File: config.mk
export PLATFORM = sky130hd
export DESIGN_NAME = ascon_perm_ctrl
export DESIGN_NICKNAME = d
export VERILOG_FILES = /design/src/rtl/ascon_perm_ctrl.sv
export SDC_FILE = /design/constraint.sdc
export NUM_CORES = 1
export LEC_CHECK = 0
export ABC_CLOCK_PERIOD_IN_PS = 1900
export CORE_AREA = 4 4 509 511
export CTS_BUF_LIST = sky130_fd_sc_hd__clkbuf_16
export CTS_CLUSTER_SIZE = 28
export DETAILED_ROUTE_END_ITERATION = 10
export DIE_AREA = 0 0 513 515
export GPL_ROUTABILITY_DRIVEN = 0
export PLACE_DENSITY = 0.36
export SYNTH_ARGS = -nofsm -noshare
export SYNTH_HDL_FRONTEND = slang
export SYNTH_SLANG_ARGS = --single-unit
File: constraint.sdc
create_clock -name clk -period 1.9 [get_ports clk]
set_input_delay 0.285 -clock clk [delete_from_list [all_inputs] [get_ports clk]]
set_output_delay 0.285 -clock clk [all_outputs]
set_load 0.02 [all_outputs]
File: src/rtl/ascon_perm_ctrl.sv
// Round controller and state register that iterates the external Ascon-p core.
// Optional S-box LUT reprogramming path is enabled with `define ASCON_SBOX_UPD_EN.
module ascon_perm_ctrl #(
  parameter int UROL = 1
) (
  input  logic        clk,
  input  logic        rst_n,
  input  logic        in_valid_i,
  output logic        in_ready_o,
  input  logic [3:0]  rounds_i,
  input  logic [63:0] x0_i,
  input  logic [63:0] x1_i,
  input  logic [63:0] x2_i,
  input  logic [63:0] x3_i,
  input  logic [63:0] x4_i,
  output logic        out_valid_o,
  input  logic        out_ready_i,
  output logic [63:0] x0_o,
  output logic [63:0] x1_o,
  output logic [63:0] x2_o,
  output logic [63:0] x3_o,
  output logic [63:0] x4_o,
  output logic        busy_o,
`ifdef ASCON_SBOX_UPD_EN
  input  logic        cfg_upd_i,
  input  logic [4:0]  cfg_addr_i,
  input  logic [19:0] cfg_data_i,
  output logic        cfg_ready_o,
  output logic        perm_upd_sbox_o,
  output logic [4:0]  perm_sbox_addr_o,
  output logic [19:0] perm_sbox_data_o,
`endif
  output logic [3:0]  perm_round_cnt_o,
  output logic [63:0] perm_x0_o,
  output logic [63:0] perm_x1_o,
  output logic [63:0] perm_x2_o,
  output logic [63:0] perm_x3_o,
  output logic [63:0] perm_x4_o,
  input  logic [63:0] perm_x0_i,
  input  logic [63:0] perm_x1_i,
  input  logic [63:0] perm_x2_i,
  input  logic [63:0] perm_x3_i,
  input  logic [63:0] perm_x4_i
);

  localparam logic [3:0] UROL4 = 4'(UROL);

  typedef enum logic [1:0] {S_IDLE, S_RUN, S_DONE} state_e;

  state_e            r_fsm;
  logic [3:0]        r_rcnt;
  logic [4:0][63:0]  r_x;
  logic              r_in_ready;
  logic              r_out_valid;
  logic              r_busy;

  logic [4:0][63:0]  w_in;
  logic [4:0][63:0]  w_perm;
  logic [3:0]        w_clamp;
  logic [3:0]        w_rounds;
  logic [3:0]        w_rcnt_nx;
  logic              w_last;

  assign w_in   = {x4_i, x3_i, x2_i, x1_i, x0_i};
  assign w_perm = {perm_x4_i, perm_x3_i, perm_x2_i, perm_x1_i, perm_x0_i};

  // Round count is clamped to 12 and rounded up to whole core steps; the
  // rounds always finish at index 11 so the core sees the p12 tail constants.
  assign w_clamp   = (rounds_i > 4'd12) ? 4'd12 : rounds_i;
  assign w_rounds  = w_clamp + ((UROL4 - (w_clamp % UROL4)) % UROL4);
  assign w_rcnt_nx = r_rcnt + UROL4;
  assign w_last    = (w_rcnt_nx == 4'd12);

  always_ff @(posedge clk or negedge rst_n) begin
    if (!rst_n) begin
      r_fsm       <= S_IDLE;
      r_rcnt      <= 4'd0;
      r_x         <= '0;
      r_in_ready  <= 1'b1;
      r_out_valid <= 1'b0;
      r_busy      <= 1'b0;
    end else begin
      case (r_fsm)
        S_IDLE: begin
          if (in_valid_i) begin
            r_x        <= w_in;
            r_rcnt     <= 4'd12 - w_rounds;
            r_in_ready <= 1'b0;
            r_busy     <= 1'b1;
            if (w_rounds == 4'd0) begin
              r_fsm       <= S_DONE;
              r_out_valid <= 1'b1;
            end else begin
              r_fsm <= S_RUN;
            end
          end
        end
        S_RUN: begin
          r_x    <= w_perm;
          r_rcnt <= w_rcnt_nx;
          if (w_last) begin
            r_fsm       <= S_DONE;
            r_out_valid <= 1'b1;
          end
        end
        S_DONE: begin
          if (out_ready_i) begin
            r_fsm       <= S_IDLE;
            r_out_valid <= 1'b0;
            r_in_ready  <= 1'b1;
            r_busy      <= 1'b0;
          end
        end
        default: r_fsm <= S_IDLE;
      endcase
    end
  end

  assign in_ready_o       = r_in_ready;
  assign out_valid_o      = r_out_valid;
  assign busy_o           = r_busy;
  assign perm_round_cnt_o = r_rcnt;
  assign {x4_o, x3_o, x2_o, x1_o, x0_o} = r_x;
  assign {perm_x4_o, perm_x3_o, perm_x2_o, perm_x1_o, perm_x0_o} = r_x;

`ifdef ASCON_SBOX_UPD_EN
  // A pending input takes priority over a LUT write in the same cycle.
  assign cfg_ready_o      = (r_fsm == S_IDLE) && !in_valid_i;
  assign perm_upd_sbox_o  = cfg_upd_i && cfg_ready_o;
  assign perm_sbox_addr_o = cfg_addr_i;
  assign perm_sbox_data_o = cfg_data_i;
`endif

endmodule

==> flow_summary.yaml, run 1 <==
drt:
  totalWireLength_um: 165000
  num_vias: 17500
  via_per_inst: 2.80
  wl_met3_um: 29500
  wl_met2_um: 70200
  m1WireLength_um: 60900
  drtIter0Drc: 1046
  antenna_left: 0
  firstDrtPassIters: 5
  route.top_layer_used: "met5"
  wl_per_cell_um: 26.5
  drcViolationCount: 0
timing:
  rsz0062_at_grt: "no"
  setup_viol: 0
  hold_viol: 0
  maxSlewHeadroom_pct: 68.9
  fmax_ghz: 0.537
  fin_skew_ps: 56.7
  report.final.slew_viol_count: 0
  whs_ps: 94.4
  worstMarginPinSlew_ps: 466
  fin_crit_sh_pct: 98.0
  fin_ws_ps: 38.9
  finalCriticalPeriod_ps: 1860
hold_path:
  hp-class: "in2async"
grt:
  grt_first_pass_wirelength_um: 205000
  grt_pass1_vias: 18000
  grt_overflow: 0
  grt_max_degree: 70
  grtUsageTotal_pct: 12.0
  antenna_found_initial: 135
worst_setup_path:
  critical_path.top_delay_family: "buffers and inverters"
  cp-end-kind: "output pin"
  slowest_delay_ps: 510
  worstSetupPathType: "reg2out"
  crit_path_top_delay_cell: "dlygate4sd2_1"
  worstPathArrival_ps: 1580
  required_ps: 1620
  startpoint_type: "register"
  path_cells: "dlygate4sd2_1"
  setup.worst_path.start: "perm_x4_o[16]$_DFFE_PN0P_"
  cp_max_fo: 3
  critPathBufInv: 1
  reg2reg_from: "r_fsm[0]$_DFFE_PN0P_"
logic_synthesis:
  netlist_instances: 1769
  synth_compound_area_share_pct: 9.91
  synth_top_family_by_area: "buffers and inverters"
  muxShareOfSynthArea_pct: 17.9
  synth-adder-area-share_pct: 0.139
  ys_ff_latch: 329
  synth_warnings: 0
  async_flop_share_pct: 100
  synthSimpleGateAreaFrac_pct: 7.26
  ys_seq_area_share_pct: 45.8
  ys.flop_type: "dfrtp_1"
  synthesis.area_um2: 18000
  synth_edf_count: 0
  syn-mean-instance-area_um2: 10.2
  synth_cell_types: 32
  synth_xor_area_share_pct: 0.0488
  syn-num-nets: 2419
clocking:
  cts_made_buffers: 47
  clock_sinks: 329
  tritoncts: "yes"
  cts_root_buf: "clkbuf_16"
  clk_pin_slew_ps: 60
  clk_latency_ps: 680
  htree_levels: 2
  cts.path.max_buffers: 3
cells_and_area:
  nets: 3470
  layout_common_cells: "clkdlybuf4s50_1, dlygate4sd2_1, nand2_1"
  layout-drive-gt1-share_pct: 13.2
  area_growth_pct: 88.4
  final_common_cell: "clkdlybuf4s50_1"
  stdcell_area_um2: 33800
pwr:
  p_per_area_nw_per_um2: 1870
  ir_worst_vdd_v: 0.000691
  total_leakage_power_nw: 14.8
die:
  design.die.area_um2: 264000
  rows: 185
  die_height_um: 515
  initial_core_util_pct: 7.07
  ios: 1295
  die_w_um: 513
  fp.coreArea_um2: 254000
status:
  run_status: "finished clean"
place:
  io_buffers: 1294
  hpwl_um: 148000
  dpl_worst_slack_ps: -123
  postPlaceCellArea_um2: 32800
flow_run:
  max_cap_violations: 0
-- per-stage QoR --
stage          power [mW]  TNS [ps]  instances  util, %
2_1_floorplan        38.6         0       1769        -
3_3_place_gp         59.7      -437       6135     12.9
3_5_place_dp         59.8      -535       6135     12.9
4_1_cts              65.1   -0.0394       6221     13.3
5_1_grt              67.2         0       6222     13.3
6_report             63.3         0       6243     13.3
-- final cells by class --
cell class	count	area, um^2
fillers	28900	220000
multi-input cells	1008	6330
clock inverters	35	230
repair buffers	1430	13500
flip-flops and latches	329	8250
diodes	22	55.1
well taps	3366	4210
clock buffers	49	1230
inverters	4	17.5
-- power breakdown --
| group | switching [mW] | internal [mW] | total (mW) |
|---|---|---|---|
| Combinational | 24.6 | 14.4 | 39.0 |
| Sequential | 4.67 | 10.7 | 15.4 |
| Clock | 3.81 | 5.01 | 8.81 |
| Total | 33.1 | 30.2 | 63.3 |
-- flip-flops by register name, indices dropped and copies added, names as in the netlist, 2 cells and up --
register,cells
perm_x4_o,64
perm_x3_o,64
r_fsm,2
perm_round_cnt_o,4
perm_x1_o,64
perm_x0_o,64
perm_x2_o,64
-- cell usage after synthesis (2+ instances only) --
cell type / n / area share, %
a21oi_1: 6 / 0.17
clkbuf_1: 13 / 0.27
nand2_1: 327 / 6.8
buf_4: 329 / 14
o31ai_2: 2 / 0.14
buf_12: 23 / 2.6
ha_1: 2 / 0.14
nor2_1: 8 / 0.17
dfrtp_1: 328 / 46
buf_2: 54 / 1.5
inv_1: 3 / 0.063
buf_8: 7 / 0.59
o21ai_0: 3 / 0.084
o21ai_1: 325 / 9.1
buf_6: 2 / 0.13
mux2i_1: 321 / 18
-- final timing paths --
kind                                             end  slack (ps)  depth (start not counted)
setup / recovery                            x4_o[16]          40                          1
hold / removal              perm_x0_o[7]$_DFFE_PN0P_          90                          2
setup reg to reg           perm_x0_o[32]$_DFFE_PN0P_         130                          7
hold reg to reg            perm_x3_o[42]$_DFFE_PN0P_         510                          2
max in group asynchronous  perm_x3_o[21]$_DFFE_PN0P_         950                          3
min in group clk           perm_x1_o[15]$_DFFE_PN0P_         230                          3
-- timing repair --
action | CTS | global route
cloned | 0 | 0
hold buffers | 1 | 0
buffers inserted | 2 | 0
resized for setup | 746 | 6
endpoints found under the setup margin | 565 | 6
hold endpoints to repair | 179 | 0
-- metal layers --
metal / vias up / global-route usage, %
met5: - / 0
met4: 124 / 2.46
met3: 282 / 9.46
met2: 1168 / 18.3
met1: 8129 / 13.0
li1: 7804 / -
-- cells by family after synthesis --
group	Yosys count
DFF	329
xor gates and xnor gates	1
buffers and inverters	432
muxes	321
and+or+nand+nor	340
AOI/OAI and AO/OA	344
adders and majority gates	2
Note: power is estimated with default switching activity, not from simulation.
==> run 2: changes to the inputs <==
--- a/config.mk
+++ b/config.mk
@@ -13,6 +13,7 @@
 export DIE_AREA = 0 0 513 515
 export GPL_ROUTABILITY_DRIVEN = 0
 export PLACE_DENSITY = 0.36
+export SLEW_MARGIN = 30
 export SYNTH_ARGS = -nofsm -noshare
 export SYNTH_HDL_FRONTEND = slang
 export SYNTH_SLANG_ARGS = --single-unit
==> results of run 2 <==
No change in the layout: final DEF, timing and power equal those of run 1.
